$ cat config.mk
export PLATFORM = sky130hd
export DESIGN_NAME = updown_counter_nbit
export DESIGN_NICKNAME = d
export VERILOG_FILES = /design/src/rtl/counter_pkg.sv /design/src/rtl/counter_step.sv /design/src/rtl/updown_counter_nbit.sv
export SDC_FILE = /design/constraint.sdc
export NUM_CORES = 1
export LEC_CHECK = 0
export ABC_AREA = 1
export CAP_MARGIN = 40
export CORE_AREA = 2 2 39 41
export CTS_CLUSTER_DIAMETER = 30
export DETAILED_ROUTE_END_ITERATION = 8
export DIE_AREA = 0 0 41 43
export GPL_ROUTABILITY_DRIVEN = 0
export HOLD_SLACK_MARGIN = 0.02
export SYNTH_ARGS = -nofsm -noshare
export SYNTH_HDL_FRONTEND = slang
export SYNTH_SLANG_ARGS = --single-unit
$ cat constraint.sdc
create_clock -name clk -period 3.15 [get_ports clk]
set_clock_uncertainty 0.1 [all_clocks]
set_input_delay 0.4725 -clock clk [delete_from_list [all_inputs] [get_ports clk]]
set_output_delay 0.4725 -clock clk [all_outputs]
set_load 0.01 [all_outputs]
$ cat src/rtl/counter_pkg.sv
`default_nettype none
// ============================================================================
// Module      : counter_pkg
// Description : Shared definitions for the modulo-N counter family.
//               - DIR_UP / DIR_DOWN direction encodings for the 'up' input
//               - mod_max()   : largest count value for a given modulus
//               - params_ok() : parameter legality test used at elaboration
// Revision    : 1.0  initial release
// ============================================================================
package counter_pkg;

    localparam logic DIR_UP   = 1'b1;
    localparam logic DIR_DOWN = 1'b0;

    // Highest value a modulo-'modulus' counter reaches before wrapping.
    function automatic int mod_max(input int modulus);
        return modulus - 1;
    endfunction

    // Legal configurations: WIDTH >= 1 and 2 <= MODULUS <= 2**WIDTH.
    // The 2**WIDTH bound is only evaluated where it fits in a 64-bit value;
    // wider counters always accommodate any int-sized modulus.
    function automatic bit params_ok(input int width, input int modulus);
        longint v_span;
        if (width < 1) begin
            return 1'b0;
        end
        if (modulus < 2) begin
            return 1'b0;
        end
        if (width < 62) begin
            v_span = longint'(1) << width;
            if (longint'(modulus) > v_span) begin
                return 1'b0;
            end
        end
        return 1'b1;
    endfunction

endpackage : counter_pkg
`default_nettype wire

$ cat src/rtl/counter_step.sv
`default_nettype none
// ============================================================================
// Module      : counter_step
// Description : Combinational next-count and terminal-count logic for an
//               up/down modulo counter. Holds no state; the caller owns the
//               register and decides when the step is applied.
// Ports       : i_q    - current count (always within 0..i_max)
//               i_up   - direction, DIR_UP counts up, DIR_DOWN counts down
//               i_max  - largest count value (modulus - 1)
//               o_next - count after one step in direction i_up
//               o_tc   - terminal count: i_q is the last value before a wrap
// Revision    : 1.0  initial release
// ============================================================================
module counter_step
    import counter_pkg::*;
#(
    parameter int WIDTH = 4
) (
    input  logic [WIDTH-1:0] i_q,
    input  logic             i_up,
    input  logic [WIDTH-1:0] i_max,
    output logic [WIDTH-1:0] o_next,
    output logic             o_tc
);

    logic w_at_max;
    logic w_at_zero;
    logic w_dir_up;

    assign w_at_max  = (i_q == i_max);
    assign w_at_zero = (i_q == '0);
    assign w_dir_up  = (i_up == DIR_UP);

    // Wrap is decided by comparison against i_max rather than by natural
    // binary overflow, so non-power-of-two moduli never leave 0..i_max.
    always_comb begin
        o_next = i_q;
        if (w_dir_up) begin
            o_next = w_at_max ? '0 : (i_q + WIDTH'(1));
        end else begin
            o_next = w_at_zero ? i_max : (i_q - WIDTH'(1));
        end
    end

    assign o_tc = w_dir_up ? w_at_max : w_at_zero;

endmodule : counter_step
`default_nettype wire

$ cat src/rtl/updown_counter_nbit.sv
`default_nettype none
// ============================================================================
// Module      : updown_counter_nbit
// Description : Parametrised synchronous up/down modulo-MODULUS counter with
//               count enable, parallel load (clamped to MAX), preset-to-MAX
//               and a cascade terminal-count output.
//               Per-edge priority: clr > pre > load > en.
// Ports       : clk   - rising-edge clock
//               clr   - synchronous active-high clear, Q <= 0
//               pre   - synchronous preset, Q <= MAX
//               load  - synchronous load, Q <= min(d, MAX)
//               d     - load value
//               en    - count enable, also the cascade carry-in
//               up    - 1 counts up, 0 counts down
//               Q     - registered count
//               Q_bar - ~Q
//               tc    - terminal count (combinational, independent of en)
//               tc_en - tc & en, enable for the next cascaded stage
// Revision    : 1.0  initial release
// ============================================================================
module updown_counter_nbit
    import counter_pkg::*;
#(
    parameter int WIDTH   = 4,
    parameter int MODULUS = 16
) (
    input  logic             clk,
    input  logic             clr,
    input  logic             pre,
    input  logic             load,
    input  logic [WIDTH-1:0] d,
    input  logic             en,
    input  logic             up,
    output logic [WIDTH-1:0] Q,
    output logic [WIDTH-1:0] Q_bar,
    output logic             tc,
    output logic             tc_en
);

    localparam logic [WIDTH-1:0] C_MAX = WIDTH'(mod_max(MODULUS));

    generate
        if (!params_ok(WIDTH, MODULUS)) begin : g_param_check
            $error("updown_counter_nbit: need WIDTH >= 1 and 2 <= MODULUS <= 2**WIDTH");
        end
    endgenerate

    logic [WIDTH-1:0] r_q;
    logic [WIDTH-1:0] w_next;
    logic [WIDTH-1:0] w_load_val;
    logic             w_tc;

    counter_step #(
        .WIDTH (WIDTH)
    ) u_step (
        .i_q    (r_q),
        .i_up   (up),
        .i_max  (C_MAX),
        .o_next (w_next),
        .o_tc   (w_tc)
    );

    // Out-of-range load values saturate so the count stays within 0..MAX.
    assign w_load_val = (d > C_MAX) ? C_MAX : d;

    always_ff @(posedge clk) begin
        if (clr) begin
            r_q <= '0;
        end else if (pre) begin
            r_q <= C_MAX;
        end else if (load) begin
            r_q <= w_load_val;
        end else if (en) begin
            r_q <= w_next;
        end
    end

    assign Q     = r_q;
    assign Q_bar = ~r_q;
    assign tc    = w_tc;
    // Qualifying tc with en makes a chain of stages advance the next stage
    // exactly once per wrap of this one.
    assign tc_en = w_tc & en;

endmodule : updown_counter_nbit
`default_nettype wire

# Yosys cells after proc, flatten, opt, wreduce, memory -nomap -nowiden
# Cells that the tools add are included.
# word_totals
register_bits	4
input_bits	10
out_inout_bits	10
wordCells	17
# classes
add_sub_neg	2
order_cmp	1
n_eq_ne	1
mux	8
n_bitwise	2
reduce_logical	2
# ops
operator	n
two-way mux 4 bit	7
adder 4 x 1 -> 4 bit, second input constant	1
equality test 4 bit, second input constant	1
> comparator 4 bit, second input constant	1
zero test 4 bit	1
inverter 4 bit	1
subtractor 4 x 1 -> 4 bit, second input constant	1
nonzero test 3 bit	1
AND 1 bit	1
two-way mux 1 bit	1

# Longest topological paths before layout
# Gate-level depths: netlist (run 1).
# depth
word_depth	6
ltp_mapped	8
ltp_nobuf	8

# By module
# A second synthesis (run 1) with hierarchy kept.
# unflattened
hier_cells	99
hier_area_um2	514.2
# by_module_without_submodules
mod	instances	cells_each	area_each_um2	seq_area_each_um2
counter_step	1	61	289.0	0.0
updown_counter_nbit	1	38	225.2	80.1

# Worst setup path before layout (run 1)
# No wires, ideal clock.
# synth_path
path_type	flip-flop to output port
startpoint	reg r_q[1], in the netlist Q[1]
endpoint	out tc_en
t_arrival_ns	1.196
required_ns	2.577
path_slack_ns	1.381
stages_incl_launch_ff	4
path_buffers	0
path_cell_list	dfxtp_1 > ha_1 > nand4_1 > a21boi_0
# synth_between
elab_chain_len	3
word_cells_on_any_way	4
cone_classes	eq/ne: 1; mux: 1; bitwise: 1; reduce/logical: 1
# synth_rtl
element	line	rtl
start, declared	updown_counter_nbit.sv:48	logic [WIDTH-1:0] r_q;
start signal, assigned	updown_counter_nbit.sv:72	r_q <= w_load_val;
start signal, assigned	updown_counter_nbit.sv:74	r_q <= w_next;
equality test 4 bit or zero test 4 bit (tied branches)	counter_step.sv:30, counter_step.sv:31	
two-way mux 1 bit *	counter_step.sv:45	assign o_tc = w_dir_up ? w_at_max : w_at_zero;
AND 1 bit *	updown_counter_nbit.sv:83	assign tc_en = w_tc & en;
end, declared	updown_counter_nbit.sv:37	output logic tc_en
# Every way passes the cells marked *; elsewhere a longest branch is shown, timed or not.

# Worst setup path after layout (run 1)
# layout_path
startpoint	in up
endpoint	out tc_en
# layout_between
elab_chain_len	2
# layout_rtl
element	line	rtl
start, declared	updown_counter_nbit.sv:33	input logic up,
two-way mux 1 bit	counter_step.sv:45	
AND 1 bit	updown_counter_nbit.sv:83	
# Every way passes these cells.

==> results.md, run 1 <==
- Of the synthesized area, sequential elements account for 21.5%.
- For this run, the detailed router's first-pass iteration total came to 4.
- 20 I/O pins were placed.
- Traced cell by cell, the critical path runs through clkdlybuf4s50_1 -> inv_1 -> nand4_2 -> a21boi_0 -> clkdlybuf4s50_1.
- The count of mapped cells out of synthesis is 57.
- After synthesis, the cell types taking the most area are sky130_fd_sc_hd__dfxtp_1 22%, sky130_fd_sc_hd__a21oi_1 11%, sky130_fd_sc_hd__nand2_1 9.1%, sky130_fd_sc_hd__inv_1 8.1%, sky130_fd_sc_hd__ha_1 6.7%.
- The placeable core region is 1380 µm².
- The via count of the first global-routing pass is 402.
- In this run the tool buffered the top-level ports with 19 buffer cells.
- Summed over its instances, the top area cell type makes up 21.5% of the synthesized netlist area.
- The routed length per placed instance is 10.9 µm.
- The cell area after technology mapping is 372 µm².
- The dominant cell by count in the synthesized netlist is sky130_fd_sc_hd__nand2_1.
- The run finished with clean final reports.
- Setup repair after global routing left no endpoint under its margin.
- The total number of vias is 456.
- The nature of the critical path endpoint is an output pin.
- The slowest library cell on the worst path is sky130_fd_sc_hd__clkdlybuf4s50_1.
- The synthesized design contains 4 register bits.
- The deepest level of the CTS H-tree is 1.
- The area of all placed cells without fillers is 588 µm².
- After detailed placement, the total cell area comes to 566 µm².
- The total wire length is 1020 µm.
- The final-report hold violation count was 0.
- Clock-pin slew was measured on the worst setup and hold paths at 0.04 ns.
- The critical path class is in -> out.
- The hold-fix buffer count after cts is 0.
- Gates resized during post-CTS repair numbered 0.
- The number of placement rows is 14.
- The master cell of the clock root buffer is sky130_fd_sc_hd__clkbuf_4.
- The antenna diode count is 0.
- The number of antenna violations at the first check in global routing is 0.
- The portion of the clock cycle consumed by the worst path in the final layout is 80.7%.
- The worst hold-check path type is reg -> reg.
- The register with the most flip-flops in the layout has 4 of them.
- The floorplan step defined a die boundary enclosing 1760 µm².
- By count the netlist is led by 9 x sky130_fd_sc_hd__nand2_1, 8 x sky130_fd_sc_hd__a21oi_1, 8 x sky130_fd_sc_hd__inv_1.
- In this run, the combinational gates consume 36.4% of the power.
- The register with the most flip-flops is Q.
- The peak supply drop is 0.169 mV.
- At the pin with the least slew margin, the transition time is 0.411 ns.
- The share of flip-flops with an asynchronous set or reset after synthesis is 0%.
- Setup violations remaining at the end of the flow were counted as 0.
- Static timing analysis puts the maximum clock frequency at 0.393 GHz.
- Across the run, the number of max-cap violations was 0.
- The cell type group with the largest total delay on the critical path is buffers and inverters.
- The largest area contributor in the netlist is sky130_fd_sc_hd__dfxtp_1.
- The average cell area after synthesis is 6.52 µm².
- The half-perimeter wire length of the detailed placement result is 815 µm.
- The area added between synthesis and finish is 58.2%.
- The die is 41 µm wide.
- The synthesized netlist net count is 69.
- For this design the static power due to leakage is 0.260 nW.
- The sequential power share is 32.7%.
- The clock latency of the later-clocked register in the worst-skew pair is 0.23 ns.
- The reg-to-reg setup timing slack is 1.61 ns.
- The post-layout minimum cycle time is 2.54 ns.
- The number of nets at the end of the flow is 91.
- For this design the total switching power over the nets is 0.0650 mW.
- Adding up every negative setup slack in the final design gives 0 ns.
- Counting distinct cell types in the post-synthesis netlist gives 20.
- Yosys printed 0 warnings.
- Counting the buffers created by CTS gives 3.
- Once the floorplan was initialized, standard cells occupied 26.9% of the core.
- The synthesized design contains 0 enable-type register cells.
- The total global routing track utilization is 13.7%.
- The share of total power dissipated in the clock network is 30.9%.
- After the first detailed-routing iteration, the DRC count stood at 15.
- The sink count of the clock tree is 4.
- The remaining max-slew budget at the tightest pin is 72.6%.
- TritonCTS built the clock tree.
- The global-route wire length before repair is 1680 µm.
- Entering global routing, the biggest net connects 11 pins.
- The total overflow left after global routing is 0.
- The critical path required time is 2.58 ns.
- Power spread over the standard cell area amounts to 346 nW/µm².
- The longest clock path from root to sink contains 2 buffers.
- Cells with a size suffix above 1 make up 13.0% of the layout.
- The die height is 43 µm.
- Together, buffers and inverters on the worst path number 3.
- The largest registers in the layout are Q (4).
- The post-CTS setup repair buffer count is 0.
- The internal portion of the total power is 0.139 mW.
- In this run the remaining antenna-violating nets after routing total 0.
- The cell repeated most along the worst path is sky130_fd_sc_hd__clkdlybuf4s50_1.
- The number of slew-limit violations in the final report came to 0.
- The top fanout value on the critical path is 5.
- For this run, the leading register cell type out of synthesis is sky130_fd_sc_hd__dfxtp_1.
- The fraction of power spent switching nets is 31.9%.
- The number of design rule violations left after detail routing is 0.
- The worst endpoint data arrival time is 1.97 ns.
- The delay of the slowest cell on the worst path is 0.55 ns.
- Dividing the detail-routed via count by the number of cells gives 4.90.
- The kind of start point of the critical path is a primary input.
power by group through the flow:
stage | logic (mW) | registers [mW] | clock network (mW)
floorplan | 0.0390 | 0.0646 | 0
global placement | 0.0729 | 0.0673 | 0
detailed placement | 0.0744 | 0.0673 | 0
CTS | 0.0745 | 0.0665 | 0.0651
global route | 0.0832 | 0.0679 | 0.0679
finish | 0.0741 | 0.0665 | 0.0629
area by class of cell:
class / count / area, µm²
sequential: 4 / 80.1
tap: 16 / 20.0
timing repair buffer: 19 / 190
inverter: 10 / 37.5
fill: 152 / 796
multi-input combinational: 41 / 238
clock buffer: 3 / 22.5
layer usage:
metal | vias up | global-route usage, % | routed length [µm]
met5 | - | 0 | 0
met4 | 0 | 4.00 | 0
met2 | 20 | 21.3 | 497
met1 | 201 | 17.3 | 437
met3 | 0 | 4.71 | 79
li1 | 235 | - | -
cells by family (layout without fill, tap and decap cells):
family	Yosys count	in the layout	synth area share [%]
AO/OA/AOI/OAI	17	17	25.6
buffers and inverters	12	32	14.5
adder cells (fa/ha/maj)	2	2	6.73
AND/OR/NAND/NOR	22	22	31.6
flip-flops	4	4	21.5
worst reg2reg max path, delay by kind of cell (launching register included):
family          cells  cell delay, ns
flops               1            0.45
buf+inv             2            0.20
fa+ha+maj           1            0.25
compound gates      4            0.47
per-stage QoR:
step | util, % | setup WS (ns) | power (mW) | instances | hold slack (ns)
final | 42.5 | 0.608 | 0.203 | 93 | 0.582
after global routing | 42.5 | 0.491 | 0.219 | 93 | 0.626
after CTS | 42.5 | 0.603 | 0.206 | 93 | 0.578
after detailed placement | 40.9 | 0.610 | 0.142 | 90 | 0.572
after global placement | 40.9 | 0.617 | 0.140 | 90 | 0.558
after floorplan | - | 1.38 | 0.104 | 57 | 0.442
path summary, 6_finish.rpt:
kind / cells past startpoint / endpoint / from
worst min register to register: 2 / Q[1] / Q[1]
worst min-delay path: 2 / Q[1] / Q[1]
worst max-delay path: 5 / tc_en / up
worst max register to register: 7 / Q[2] / Q[0]
cells in the final DEF, fill, tap and decap left out, types with 2 or more instances in the layout:
master                            count
sky130_fd_sc_hd__a21oi_1              8
sky130_fd_sc_hd__dfxtp_1              4
sky130_fd_sc_hd__inv_1                8
sky130_fd_sc_hd__ha_1                 2
sky130_fd_sc_hd__nand2_1              9
sky130_fd_sc_hd__clkbuf_4             3
sky130_fd_sc_hd__nand3_1              5
sky130_fd_sc_hd__inv_2                2
sky130_fd_sc_hd__clkdlybuf4s50_1     19
sky130_fd_sc_hd__o21ai_0              5
sky130_fd_sc_hd__nand4_1              3
(Power assumes the default switching activity.)
==> run 2: changes to the inputs <==
==> constraint.sdc (replaced) <==
create_clock -name clk -period 2.7 [get_ports clk]
set_clock_uncertainty 0.1 [all_clocks]
set_input_delay 0.405 -clock clk [delete_from_list [all_inputs] [get_ports clk]]
set_output_delay 0.405 -clock clk [all_outputs]
set_load 0.01 [all_outputs]
==> results of run 2 <==
Same layout as run 1 (identical final DEF). Status: finished clean.
Among the figures that moved: setup slack after placement 0.610 ns -> 0.295 ns; setup slack after layout 0.608 ns -> 0.293 ns; register-to-register setup slack 1.61 ns -> 1.16 ns; total power 0.203 mW -> 0.237 mW; worst IR drop on VDD 0.169 mV -> 0.197 mV
==> edit 1: new RTL, settings of run 2 <==
`WIDTH` is set to 4 in 2 places; all go to 5.
--- a/src/rtl/counter_step.sv
+++ b/src/rtl/counter_step.sv
@@ -16,3 +16,3 @@
 #(
-    parameter int WIDTH = 4
+    parameter int WIDTH = 5
 ) (
--- a/src/rtl/updown_counter_nbit.sv
+++ b/src/rtl/updown_counter_nbit.sv
@@ -23,3 +23,3 @@
 #(
-    parameter int WIDTH   = 4,
+    parameter int WIDTH   = 5,
     parameter int MODULUS = 16
Ports: changed (resized Q, Q_bar and d); port bits go from 20 to 23. No check against the original RTL was run, so the function may have changed too.
==> edit 1 against run 2 <==
Sequential cell count is 1 higher; power is 17% higher; cell area is 22% higher; global-route usage is 2.5 points higher; cell count is 29% higher; area after synthesis is 25% higher; register-to-register slack hardly changed; first-iteration DRC count is 67% lower; worst setup slack worse by 0.042 ns; hold slack worse by 0.14 ns; utilization is 9.4 points higher; routed wire length is 7.4% higher; via count is 21% higher; synthesized cell count is 39% higher.
==> edit 1: results (changes against run 2) <==
* Cell variety after synth at 20 (unchanged)
* Clk buf depth at 2 (unchanged)
* Antenna cells at 0 (unchanged)
* Initial DRC Count at 5 (-10)
* Clock Latency Late Sink at 0.25 ns (+0.02 ns)
* Post-synth top cells: 21 x nand2_1, 12 x nor2_1, 9 x inv_1
* VDD IR max at 0.234 mV (+18%)
* Number of filler cells placed in the layout at 149 (-2.0%)
* Reg2Reg Capture Point: Q[2]
* DRT Pass-1 Iters at 4 (unchanged)
* Yosys warns at 0 (unchanged)
* # Post-CTS Setup Buffers at 0 (unchanged)
* Post-route setup slack at 0.250 ns (-0.0422 ns)
* Hold/Removal Path Class: reg2reg
* Vias in the first global route at 499 (+24%)
* CP startpoint kind: flop
* Layout cells sized above 1 at 8.65% (-4.3 points)
* R2R cell count at 7 (unchanged)
* First-pass GRT wire length at 1950 µm (+16%)
* WL final at 1090 µm (+7.4%)
* CP max FO at 7 (+2)
* IO buf count at 22 (+3)
* Largest net degree at the start of global routing at 11 (unchanged)
* Initial antenna violation count at 0 (unchanged)
* Num CTS Buffers at 3 (unchanged)
* Setup Slack @ Placement at 0.295 ns (-0.0000520 ns)
* All-Layer GR Usage at 16.2% (+2.5 points)
* R2R Setup Slk at 1.16 ns (about the same)
* Max Cap Viol at 0 (unchanged)
* Int Power at 188 µW (+16%)
* Routed vias/inst at 4.62 (-5.8%)
* CTS H-tree depth at 1 (unchanged)
* Sequential area share after synthesis at 21.6% (+0.073 points)
* Post-CTS Resized at 0 (unchanged)
* Clock transition at the registers of the reported paths at 0.04 ns (about the same)
* Worst EP arrival at 1.94 ns (+0.04 ns)
* Reg2reg start: Q[0]
* Crit path to: tc_en
* Slew @ Worst Pin at 0.383 ns (-0.0278 ns)
* Clk root buf: clkbuf_4
* LEAKAGE at 0.000323 µW (+24%)
* Async S/R FF share, synth at 0% (unchanged)
* EDFF count, synth at 0 (unchanged)
* Synthesized Nets at 92 (+33%)
* Status: complete, no violations
* Post-DP HPWL at 902 µm (+11%)
* Top FF cell, synth: dfxtp_1
* Nets at 118 (+30%)
* Synth area leaders: dfxtp_1 22%, nand2_1 17%, nor2_1 9.7%
* Largest regs: Q: 5 flops
==> edit 1: layout make-up <==
| class | instances | area share, % |
|---|---|---|
| clock buffers | 4 | 3.66 |
| flip-flops and latches | 5 | 13.9 |
| well taps | 16 | 2.79 |
| repair buffers | 22 | 30.7 |
| multi-input cells | 61 | 42.0 |
| inverters | 12 | 6.97 |
==> edit 1: layer usage <==
| layer | GRT usage, % | wire length, µm | vias to the layer above |
|---|---|---|---|
| met5 | 0 | 0 | - |
| met3 | 3.14 | 70 | 2 |
| li1 | - | - | 303 |
| met4 | 10.0 | 22 | 0 |
| met2 | 22.2 | 493 | 17 |
| met1 | 22.4 | 504 | 232 |
==> edit 1: through the flow <==
step	util, %	hold slack [ns]	power (µW)	cells	cell area (µm²)
2_1_floorplan	-	0.397	145	79	463
3_5_place_dp	50.0	0.436	192	116	692
3_3_place_gp	50.0	0.435	193	116	692
6_report	51.9	0.441	279	120	718
5_1_grt	51.9	0.474	303	120	718
4_1_cts	51.9	0.443	283	120	718
==> edit 1: how the worst min path moves through the flow <==
stage / depth (start not counted) / to / slack (ns) / from
floorplan: 1 / Q[4] / 0.40 / en
global placement: 2 / Q[4] / 0.44 / Q[4]
detailed placement: 2 / Q[4] / 0.44 / Q[4]
CTS: 2 / Q[4] / 0.44 / Q[4]
global route: 2 / Q[4] / 0.47 / Q[4]
finish: 2 / Q[4] / 0.44 / Q[4]
==> edit 1: cells by family after synthesis <==
family,count (synthesis),share of synthesized area [%]
fa+ha+maj,2,5.40
compound gates,14,16.5
simple gates,45,43.2
buf+inv,13,13.2
flops,5,21.6
==> edit 1: worst max-delay path, stage by stage (launching register included) <==
cell and delay [ns]:
dfxtp_1 0.37, inv_1 0.14, ha_1 0.18, inv_1 0.06
nor2_1 0.11, nand2_1 0.06, o21ai_1 0.10, nand2_1 0.07
nor2_1 0.08, clkdlybuf4s50_1 0.53
==> edit 1: power by group through the flow <==
stage / sequential, µW / combinational (µW) / clock (µW)
2_1_floorplan: 90.7 / 54.4 / 0
3_3_place_gp: 93.8 / 99.3 / 0
3_5_place_dp: 93.4 / 98.3 / 0
4_1_cts: 92.2 / 98.8 / 92.2
5_1_grt: 93.6 / 111 / 99.1
6_report: 91.8 / 97.5 / 89.6
==> edit 2: new RTL, flow settings as in run 2 <==
Made on the original files. Register the outputs `Q_bar`, `tc` and `tc_en`, without a reset; this adds one clock of latency there. The other outputs are not delayed to match. Comments in the files are not updated.
--- a/src/rtl/updown_counter_nbit.sv
+++ b/src/rtl/updown_counter_nbit.sv
@@ -78,7 +78,9 @@
     assign Q     = r_q;
-    assign Q_bar = ~r_q;
-    assign tc    = w_tc;
     // Qualifying tc with en makes a chain of stages advance the next stage
     // exactly once per wrap of this one.
-    assign tc_en = w_tc & en;
+    always_ff @(posedge clk) begin
+        Q_bar <= ~r_q;
+        tc    <= w_tc;
+        tc_en <= w_tc & en;
+    end
 
Check against the original RTL: not equivalent (a bounded check fails within 4 cycles, from zero or initial values).
==> edit 2 against run 2 <==
Combinational power grew 4.4%; utilization grew 9.5 points; power grew 67%; largest cell class unchanged; routed wire length grew 2.1%; highest routed layer is now met4; clock power grew 85%; worst setup slack gained 0.61 ns; sequential cell count grew 6; cell area grew 22%; area after synthesis grew 27%.
==> edit 2: results (changes against run 2) <==
* Largest net degree at the start of global routing at 8 (-3)
* R2R Setup Slk at 1.28 ns (+0.12 ns)
* Post-DP HPWL at 831 µm (+2.0%)
* Met2 Routed Length at 473 µm (-4.8%)
* Sw Share at 26.6% (-5.4 points)
* Post-Layout Cell Count at 103 (+11%)
* Synth area leaders: dfxtp_1 42%, a21oi_1 11%, nand2_1 8.7%
* Placed Cells at 99 (+10%)
* All-Layer GR Usage at 15.0% (+1.2 points)
* Post-synth top cells: 11 x nand2_1, 10 x a21oi_1, 10 x dfxtp_1, 10 x inv_1
* Layout cells sized above 1 at 10.3% (-2.6 points)
* Mux share of post-synthesis cell area at 0% (unchanged)
* Slew @ Worst Pin at 0.238 ns (-0.173 ns)
* Top sig layer: met4
* Routed vias/inst at 4.71 (-4.0%)
* Crit path from: Q[3]
* XOR/XNOR Fraction of Synth Area at 1.85% (+1.9 points)
* Hold path startpoint: Q[2]
* Cell variety after synth at 16 (-20%)
* Syn Inst Count at 64 (+12%)
* Slowest stage delay, CP at 0.58 ns (+0.03 ns)
* Worst EP arrival at 1.30 ns (-0.60 ns)
* CP max FO at 6 (+1)
* Initial DRC Count at 18 (+3)
* Sequential area share after synthesis at 42.3% (+21 points)
* R2R cell count at 8 (+1)
* Global-route track usage on met2 at 19.7% (-1.6 points)
* WL met1 at 453 µm (+3.7%)
* Met1 usage at 19.0% (+1.7 points)
* Crit path to: Q[3]
* Adder-cell area share of the yosys netlist at 5.29% (-1.4 points)
* VDD IR max at 0.270 mV (+37%)
* Synth Area in Compound Gates at 19.3% (-6.3 points)
* Worst hold stages at 1 (-1)
* Clock share of power at 34.5% (+3.6 points)
* First-pass GRT wire length at 1710 µm (+2.1%)
* WL final at 1040 µm (+2.1%)
* Status: complete, no violations
* Clock transition at the registers of the reported paths at 0.06 ns (+0.02 ns)
* Vias in the first global route at 428 (+6.5%)
* GR Util met3 at 6.28% (+1.6 points)
* Number of filler cells placed in the layout at 139 (-8.6%)
* Worst hold endpoint: Q_bar[2]
* Reg2Reg Capture Point: Q[3]
* Synthesized Nets at 76 (+10%)
[edit 2: cell types whose count changed after synthesis, moves of 2 or more]
cell / run 2 / this run
a21oi_1: 8 / 10
dfxtp_1: 4 / 10
inv_1: 8 / 10
nand2_1: 9 / 11
o21ai_0: 5 / 1
o21ai_1: 1 / 4
[edit 2: cells by family (layout without fill, tap and decap cells)]
family / count (synthesis) / count (layout)
XOR/XNOR: 1 / 1
adder cells (fa/ha/maj): 2 / 2
AO/OA/AOI/OAI: 17 / 17
buffers and inverters: 12 / 35
flip-flops: 10 / 10
AND/OR/NAND/NOR: 22 / 22
[edit 2: cell type report]
type	instances	area, µm²	area share, %
sequential	10	200	27.8
tap	16	20.0	2.78
clock buffer	4	36.3	5.04
inverter	12	45.0	6.26
timing repair buffer	19	190	26.4
multi-input combinational	42	228	31.7
[edit 2: stage by stage]
step	instance area (µm²)	hold slack (ns)
after floorplan	473	0.374
after global placement	683	0.394
after detailed placement	683	0.398
after CTS	719	0.414
after global routing	719	0.449
final	719	0.413
